**config.mk**
```make
export PLATFORM = sky130hd
export DESIGN_NAME = rf_recovery_seq
export DESIGN_NICKNAME = d
export VERILOG_FILES = /design/src/rtl/rf_recovery_seq.sv
export SDC_FILE = /design/constraint.sdc
export NUM_CORES = 1
export LEC_CHECK = 0
export BUFFER_PORTS_ARGS = -buffer_cell sky130_fd_sc_hd__clkbuf_2
export CAP_MARGIN = 5
export CELL_PAD_IN_SITES_DETAIL_PLACEMENT = 0
export CELL_PAD_IN_SITES_GLOBAL_PLACEMENT = 2
export CORE_MARGIN = 2
export CORE_UTILIZATION = 18
export CTS_CLUSTER_SIZE = 8
export DETAILED_ROUTE_END_ITERATION = 8
export PLACE_DENSITY_LB_ADDON = 0.3
export SLEW_MARGIN = 20
export SYNTH_ARGS = -nofsm -noshare
export SYNTH_HDL_FRONTEND = slang
export SYNTH_SLANG_ARGS = --single-unit
export TNS_END_PERCENT = 10
```
**constraint.sdc**
```tcl
create_clock -name clk_i -period 1.6 [get_ports clk_i]
set_input_delay 0.08 -clock clk_i [delete_from_list [all_inputs] [get_ports clk_i]]
set_output_delay 0.08 -clock clk_i [all_outputs]
set_load 0.05 [all_outputs]
```
**src/rtl/rf_recovery_seq.sv**
```systemverilog
// rf_recovery_seq: after a fault, copies the healthy core's GPRs x1..x(NREGS-1) and PC into both
// cores, one register per cycle. Define RF_RECOVERY_VERIFY_EN to add a readback compare pass.
`timescale 1ns/1ps
module rf_recovery_seq #(
  parameter int unsigned NREGS  = 32,
  parameter int unsigned ADDR_W = 5,
  parameter int unsigned DATA_W = 32
) (
  input  logic              clk_i,
  input  logic              rst_i,
  input  logic              recover_i,
  input  logic              src_sel_i,
  output logic [ADDR_W-1:0] rd_addr_o,
  input  logic [DATA_W-1:0] rd_data_a_i,
  input  logic [DATA_W-1:0] rd_data_b_i,
  input  logic [DATA_W-1:0] pc_a_i,
  input  logic [DATA_W-1:0] pc_b_i,
  output logic              wr_en_o,
  output logic [ADDR_W-1:0] wr_addr_o,
  output logic [DATA_W-1:0] wr_data_o,
  output logic              pc_we_o,
  output logic [DATA_W-1:0] pc_o,
  output logic              busy_o,
  output logic              recovery_done_o,
  output logic              verify_err_o
);

  typedef enum logic [2:0] {StIdle, StCopy, StPc, StVerify, StDone} state_e;

  localparam logic [ADDR_W-1:0] FirstAddr = ADDR_W'(1);
  localparam logic [ADDR_W-1:0] LastAddr  = ADDR_W'(NREGS - 1);

  state_e              state_q, state_d;
  logic [ADDR_W-1:0]   cnt_q, cnt_d;
  logic                src_q, src_d;
  logic                recover_q;
  logic                wr_en_q, wr_en_d;
  logic [ADDR_W-1:0]   wr_addr_q, wr_addr_d;
  logic [DATA_W-1:0]   wr_data_q, wr_data_d;
  logic                done_q, done_d;
  logic                start;
`ifdef RF_RECOVERY_VERIFY_EN
  logic                verr_q, verr_d;
`endif

  // DONE accepts a new request exactly like IDLE; only the done flag differs.
  assign start = recover_i & ~recover_q & ((state_q == StIdle) | (state_q == StDone));

  always_ff @(posedge clk_i or posedge rst_i) begin
    if (rst_i) begin
      state_q   <= StIdle;
      cnt_q     <= '0;
      src_q     <= 1'b0;
      recover_q <= 1'b0;
      wr_en_q   <= 1'b0;
      wr_addr_q <= '0;
      wr_data_q <= '0;
      done_q    <= 1'b0;
`ifdef RF_RECOVERY_VERIFY_EN
      verr_q    <= 1'b0;
`endif
    end else begin
      state_q   <= state_d;
      cnt_q     <= cnt_d;
      src_q     <= src_d;
      recover_q <= recover_i;
      wr_en_q   <= wr_en_d;
      wr_addr_q <= wr_addr_d;
      wr_data_q <= wr_data_d;
      done_q    <= done_d;
`ifdef RF_RECOVERY_VERIFY_EN
      verr_q    <= verr_d;
`endif
    end
  end

  always_comb begin
    state_d   = state_q;
    cnt_d     = cnt_q;
    src_d     = src_q;
    wr_en_d   = 1'b0;
    wr_addr_d = '0;
    wr_data_d = '0;
    done_d    = done_q;
`ifdef RF_RECOVERY_VERIFY_EN
    verr_d    = verr_q;
`endif

    case (state_q)
      StIdle, StDone: begin
        if (start) begin
          src_d   = src_sel_i;
          done_d  = 1'b0;
`ifdef RF_RECOVERY_VERIFY_EN
          verr_d  = 1'b0;
`endif
          cnt_d   = FirstAddr;
          state_d = StCopy;
        end
      end
      StCopy: begin
        wr_en_d   = 1'b1;
        wr_addr_d = cnt_q;
        wr_data_d = src_q ? rd_data_b_i : rd_data_a_i;
        if (cnt_q == LastAddr) begin
          cnt_d   = '0;
          state_d = StPc;
        end else begin
          cnt_d   = cnt_q + FirstAddr;
        end
      end
      StPc: begin
`ifdef RF_RECOVERY_VERIFY_EN
        cnt_d   = FirstAddr;
        state_d = StVerify;
`else
        cnt_d   = '0;
        done_d  = 1'b1;
        state_d = StDone;
`endif
      end
`ifdef RF_RECOVERY_VERIFY_EN
      StVerify: begin
        // Both cores should now hold identical contents; any difference is sticky.
        if (rd_data_a_i != rd_data_b_i) begin
          verr_d = 1'b1;
        end
        if (cnt_q == LastAddr) begin
          cnt_d   = '0;
          done_d  = 1'b1;
          state_d = StDone;
        end else begin
          cnt_d   = cnt_q + FirstAddr;
        end
      end
`endif
      default: begin
        cnt_d   = '0;
        state_d = StIdle;
      end
    endcase
  end

  assign rd_addr_o       = ((state_q == StCopy) | (state_q == StVerify)) ? cnt_q : '0;
  assign pc_we_o         = (state_q == StPc);
  assign pc_o            = pc_we_o ? (src_q ? pc_b_i : pc_a_i) : '0;
  assign busy_o          = (state_q == StCopy) | (state_q == StPc) | (state_q == StVerify);
  assign wr_en_o         = wr_en_q;
  assign wr_addr_o       = wr_addr_q;
  assign wr_data_o       = wr_data_q;
  assign recovery_done_o = done_q;
`ifdef RF_RECOVERY_VERIFY_EN
  assign verify_err_o    = verr_q;
`else
  assign verify_err_o    = 1'b0;
`endif

endmodule

```
After elaboration in Yosys (flattened, before gate mapping). Cells that the tools add are included.

Bits in registers: 49. Bits in latches: 0. Bits in writable memories: 0. ROM bits: 0. Input port bits: 132. Output and inout port bits: 79. Word-level logic and storage cells: 44. Memories kept: 0.

Add/sub/neg operators: 1. Multiply operators: 0. Div/mod/pow operators: 0. Order comparisons: 0. Equality and inequality tests: 7. Shift-type cells: 0. Mux-type cells: 15. Bitwise operators: 7. Reductions and logical operators: 6.

Operators by type and width (count): two-way mux 32 bit (4); two-way mux 5 bit (4); case mux 5 bit (2 select lines) (1); case mux 3 bit (3 select lines) (1); == test 3 x 2 -> 1 bit, second input constant (2); two-way mux 3 bit (2); AND reduction 2 bit (3); adder 5 x 1 -> 5 bit, second input constant (1); == test 5 bit, second input constant (1); inequality test 2 bit, second input constant (2); bitwise OR 1 bit (4); == test 3 x 1 -> 1 bit, second input constant (1); == test 3 bit, second input constant (1); logical NOT 3 bit (1); AND 1 bit (2); two-way mux 1 bit (2); case mux 1 bit (2 select lines) (1); nonzero test 2 bit (1); OR reduction 2 bit (1); NOT 1 bit (1).

Logic depth before layout (Yosys ltp). Gate-level depths: netlist of run 1.

Depth after elaboration: 5. Gate-level depth with buffers: 6. Mapped depth without buffers: 6.

Worst setup path after synthesis of run 1. Ideal clock, no wire load.

Kind: reg-to-output. From: reg state_q[2]. To: out pc_o[10]. Data arrival time: 1.593 ns. Required time: 1.520 ns. Setup slack: -0.073 ns. Stages on the path, launching flop included: 5. Buffers on the path: 1. Cell sequence: dfrtp_1 > nor2_1 > nand2_1 > buf_4 > nor2_1.

Longest elaborated chain between the ends: 2.

Ends and longest elaborated chain: from (decl) (line 33) `state_e state_q, state_d;`; from (signal assigned) (line 51) `state_q <= StIdle;`; from (signal assigned) (line 63) `state_q <= state_d;`; == test 3 x 2 -> 1 bit (line 145) `assign pc_we_o = (state_q == StPc);`; two-way mux 32 bit (line 146) `assign pc_o = pc_we_o ? (src_q ? pc_b_i : pc_a_i) : '0;`; to (decl) (line 22) `output logic [DATA_W-1:0] pc_o,`.

No other way between the ends.

Final worst setup path of run 1.
From: reg cnt_q[0]. To: reg cnt_q[3].

Longest elaborated chain between the ends: 3. Elaborated cells between the ends (all ways): 4. Classes of those cells: add/sub: 1; eq/ne: 1; mux: 2.

Ends and longest elaborated chain: from (decl) (line 34) `logic [ADDR_W-1:0] cnt_q, cnt_d;`; from (signal assigned) (line 64) `cnt_q <= cnt_d;`; adder 5 x 1 -> 5 bit or == test 5 bit (tied branches) (line 109, 105); two-way mux 5 bit * (line 105) `if (cnt_q == LastAddr) begin`; case mux 5 bit (2 select lines) * (line 89) `case (state_q)`.

Mark *: on every way between the ends. The rest lies on a longest branch, timed or not. A chain may end at the register's enable or synchronous reset.

==> flow_summary.toml, run 1 <==
[min_path]
min_path_type = "input port to flop"

[final_layout]
n_antenna_cell = 0
mostFrequentLayoutCell = "clkbuf_2"
mostFrequentLayoutCells = "clkbuf_2 (176), mux2i_1 (64), nor2_1 (61), dfrtp_1 (46), buf_4 (23)"
layoutNonFillerInstCount = 646
postLayoutCoreUtil_pct = 31.68
synthToLayoutAreaGrowth_pct = 72.39
design_area_sq_um = 4398
nets = 599
drive_above_1_share_pct = 55.58

[power]
total_power_mw = 8.036
power_leakage_nw = 2.410
ir_drop_v = 0.0008657
p_per_area_nw_per_um2 = 1827

[cts]
cts_buffers = 5
clock_sinks = 49
cts_root_buf = "clkbuf_16"
insertion_delay_ns = 0.29
clk_pin_slew_ns = 0.07
cts_tree = "done"
max-clock-path-buffers = 2
htreeDepth = 2

[place]
hpwl_mm = 6.798
place_congestion = 0.7680
dp.cells = 631
post-place-ws_ns = -0.1286
io_buffers = 209
dpl-instance-area_sq_um = 3950

[logic_synthesis]
yosys-top-cells-area = "dfrtp_1 (48%), mux2i_1 (25%), nor2_1 (10%), and2_1 (2.5%), buf_4 (2.4%)"
postSynthCellCount = 242
synth_cell_types = 28
ys_warn_count = 0
synth-seq-cells = 49
avgSynthCellArea_sq_um = 10.54
synth_area_sq_um = 2551
synth_nets = 376
synth.top_cell.area_share_pct = 48.06
ys_seq_area_share_pct = 48.06
synth_top_area_cell = "dfrtp_1"

[sta]
holdWs_ns = 0.01793
slew_violations = 0
rsz0062_at_grt = "true"
period_needed_ns = 1.574
final_hold_viol_count = 0
fin_crit_sh_pct = 98.37
fmax_mhz = 635.4
setup_slack_ns = 0.02610
finalSetupTns_ns = 0
setup_viol = 0
skew_ns = 0.004167

[die]
die_h_um = 123.1
die_w_um = 123.1
initial_core_util_pct = 18.38
rows = 43
io-pin-count = 211
coreArea_sq_um = 13880
die_area_sq_um = 15140

[drt]
drt-vias-per-instance = 3.941
wl_mm = 8.530
drt_iter0_drc = 61
firstDrtPassIters = 4
antenna_left = 0
vias = 2546
remaining_drc_errors = 0
wl_per_cell_um = 13.20

[grt]
grt_busiest_layer = "met2"
gr-total-overflow = 0
grt_pass1_vias = 2459
grt_max_degree = 34
antenna_found_initial = 0
grt_pass1_wl_mm = 12.27
grt_use_total_pct = 10.48
use_met3_pct = 2.583
use_met2_pct = 19.75
met1_usage_pct = 11.77

[critical_path]
cp_slowest_cell = "dfrtp_1"
arrival_ns = 1.78
path_buf_inv = 0
cp-end-kind = "flop"
required_ns = 1.81
critPathMaxFanout = 4
start_kind = "flop"
path_cells = "ha_2 > and3_4 > ha_4 > nor4b_4 > a41oi_1 > a31oi_1"
critPathKind = "flop to flop"
critical_path.top_delay_family = "simple AND/OR/NAND/NOR gates"
max_stage_delay_ns = 0.40

[run]
drv_cap = 0

[status]
status = "finished clean"
-- sequential cells by signal (all words and copies together), names as in the netlist --
signal           count
cnt_q                5
state_q              3
src_q                1
recover_q            1
wr_addr_o            5
wr_en_o              1
wr_data_o           32
recovery_done_o      1
-- per-layer routing --
layer,wire length (um),vias to the layer above
li1,-,1250
met1,3278,1195
met2,4643,95
met3,540,6
met4,68,0
met5,0,-
-- synth_stat cells (all sizes together) --
| library cell | number |
|---|---|
| a21o | 1 |
| nand2 | 4 |
| a21oi | 1 |
| nand3 | 1 |
| dfrtp | 49 |
| mux2i | 64 |
| a221oi | 1 |
| nor2b | 1 |
| nor3 | 1 |
| conb | 1 |
| a41oi | 1 |
| and3 | 1 |
| a31oi | 2 |
| buf | 16 |
| ha | 2 |
| or3 | 1 |
| nor2 | 70 |
| a22o | 2 |
| mux2 | 1 |
| and2 | 10 |
| o21ai | 2 |
| nor4b | 1 |
| nand2b | 4 |
| inv | 4 |
| o22a | 1 |
-- path summary, 6_finish.rpt --
path / from / depth (start not counted) / slack [ns] / to
min in group asynchronous: rst_i / 3 / 0.34 / wr_data_o[13]
hold / removal: src_sel_i / 2 / 0.02 / src_q
setup reg to reg: cnt_q[0] / 6 / 0.03 / cnt_q[3]
hold reg to reg: recovery_done_o / 2 / 0.53 / recovery_done_o
setup / recovery: cnt_q[0] / 6 / 0.03 / cnt_q[3]
max in group asynchronous: rst_i / 4 / 0.74 / wr_data_o[8]
-- final cells by class --
cell class	instances	area, sq um
clock buffers	6	128.9
multi-input cells	173	1234
clock inverters	2	15.01
inverters	4	15.01
repair buffers	232	1548
fillers	1470	9483
flip-flops and latches	49	1232
well taps	180	225.2
-- worst register-to-register path, stage by stage, from the launching register on --
cell and delay, ns:
dfrtp_1 0.40, ha_2 0.18, and3_4 0.15, ha_4 0.17, nor4b_4 0.28, a41oi_1 0.15, a31oi_1 0.17
-- power breakdown --
group	internal [mW]	switching, mW
logic	1.62	3.38
clock network	0.580	0.448
registers	1.79	0.212
-- logic make-up after synthesis --
logic type,Yosys count,share of synthesized area [%]
buffers and inverters,20,5.248
AOI/OAI and AO/OA,11,3.335
DFF,49,48.06
muxes,65,25.55
and+or+nand+nor,94,16.67
other,1,0.1470
adders and majority gates,2,0.9807
-- what timing repair did --
item	4_1_cts	5_1_grt
buffers inserted	1	4
pin swaps	4	2
setup endpoints to repair	35	35
hold buffers	2	0
gates resized for setup	58	20
hold endpoints to repair	18	0
(Power assumes the default switching activity.)
==> run 2: changes to the inputs <==
- PLACE_DENSITY: unset -> 0.75
- PLACE_DENSITY_LB_ADDON: 0.3 -> unset
==> run 2 against run 1 <==
Compared with the run above: the run now ends with negative setup slack left; wire length is 4.2% lower; sequential power hardly changed; clock skew is 0.0022 ns higher; combinational power is 3% lower; largest power group unchanged; utilization is 0.41 points lower; count of clock-buffer cells in the layout is 1 lower; register-to-register slack worse by 0.03 ns; die area stayed put; highest routed layer unchanged; critical path depth stayed put.
==> flow_summary.toml, run 2 (synthesized netlist as in run 1, its figures left out) <==
[status]
status = "complete, but fails checks"
violations = "negative setup slack"

[grt]
grt_pass1_vias = 2348
gr-total-overflow = 0
grt_max_degree = 50
grt_use_total_pct = 9.905
antenna_found_initial = 0
grt_pass1_wl_mm = 11.66

[sta]
period_needed_ns = 1.607
fin_crit_sh_pct = 100.4
holdWs_ns = 0.03325
slew_violations = 0
final_hold_viol_count = 0
fmax_mhz = 622.3
setup_slack_ns = -0.006863
setup_viol = 1
rsz0062_at_grt = "true"
skew_ns = 0.006360

[final_layout]
synthToLayoutAreaGrowth_pct = 70.13
n_antenna_cell = 0
largest_reg_flops = 32
drive_above_1_share_pct = 56.09
mostFrequentLayoutCells = "clkbuf_2 (176), mux2i_1 (63), nor2_1 (58), dfrtp_1 (47), buf_4 (26)"
nets = 593
mostFrequentLayoutCell = "clkbuf_2"

[min_path]
min_path_type = "input port to flop"

[drt]
firstDrtPassIters = 4
wl_per_cell_um = 12.77
drt_iter0_drc = 65
drt-vias-per-instance = 3.906
vias = 2500
wl_mm = 8.172
antenna_left = 0
remaining_drc_errors = 0

[power]
p_sw_share_pct = 50.09
p_comb_share_pct = 60.5
clockPowerShare_pct = 14.7
total_power_mw = 8.059
p_per_area_nw_per_um2 = 1857
power_leakage_nw = 2.381
intPower_mw = 4.022
ir_drop_v = 0.001288
switchingPower_mw = 4.037
seq_power_share_pct = 24.7

[place]
post-place-ws_ns = -0.09768
hpwl_mm = 6.662
io_buffers = 209
place_congestion = 0.7111

[cts]
cts_root_buf = "clkbuf_16"
clk_pin_slew_ns = 0.07
cts_tree = "done"
max-clock-path-buffers = 2
insertion_delay_ns = 0.29
htreeDepth = 2
clock_sinks = 49
cts_buffers = 5
postCtsSetupBuffers = 0

[critical_path]
critPathMaxFanout = 4
cp-end-kind = "flop"
critPathKind = "flop to flop"
start_kind = "flop"
arrival_ns = 1.81
required_ns = 1.80

[die]
io-pin-count = 211
die_area_sq_um = 15140
rows = 43
die_h_um = 123.1
coreArea_sq_um = 13880
die_w_um = 123.1
initial_core_util_pct = 18.38

[run]
drv_cap = 0
-- run 2: critical path, stage by stage, from the launching register on --
cell and delay [ns]:
dfrtp_1 0.39, ha_2 0.19, and3_4 0.15, ha_4 0.17
nor4b_4 0.31, a41oi_2 0.15, a31oi_1 0.17
-- run 2: worst paths after layout --
kind	start	slack (ns)	cells after the start	endpoint
min in group asynchronous	rst_i	0.37	4	wr_data_o[5]
hold reg to reg	recovery_done_o	0.55	2	recovery_done_o
setup / recovery	cnt_q[1]	-0.007	6	cnt_q[3]
setup reg to reg	cnt_q[1]	-0.007	6	cnt_q[3]
hold / removal	rd_data_a_i[7]	0.03	3	wr_data_o[7]
max in group asynchronous	rst_i	0.96	4	src_q
-- run 2: cell type report --
| type | count | area (sq um) |
|---|---|---|
| Sequential cell | 49 | 1231 |
| Clock inverter | 3 | 43.79 |
| Timing Repair Buffer | 226 | 1448 |
| Tap cell | 180 | 225.2 |
| Multi-Input combinational cell | 173 | 1252 |
| Fill cell | 1498 | 9540 |
| Clock buffer | 5 | 125.1 |
| Inverter | 4 | 15.01 |
-- run 2: power groups by stage --
stage / Sequential (mW) / Combinational [mW] / Clock, mW
5_1_grt: 2.04 / 5.23 / 1.31
6_report: 1.99 / 4.88 / 1.19
4_1_cts: 2.00 / 4.93 / 1.24
3_5_place_dp: 2.01 / 4.88 / 0
3_3_place_gp: 2.00 / 4.86 / 0
2_1_floorplan: 3.67 / 1.99 / 0
-- run 2: layer usage --
metal	track usage, %	vias to the layer above	wire (um)
li1	-	1236	-
met1	12.70	1165	3362
met2	17.44	97	4273
met3	2.721	2	519
met4	0.5682	0	15
met5	0	-	0
-- run 2: what timing repair did --
action	in CTS	in global routing
pin swaps	4	4
hold buffers	2	0
endpoints found under the setup margin	35	35
resized for setup	7	75
hold endpoints to repair	50	0
-- run 2: per-stage QoR --
step	cell area [sq um]	instances	TNS [ns]	util [%]
floorplan	2551	242	-2.289	-
global placement	4023	630	-0.08383	28.98
detailed placement	4023	630	-0.2117	28.98
CTS	4243	640	-0.05355	30.57
global route	4340	640	-0.1427	31.27
finish	4340	640	-0.006863	31.27
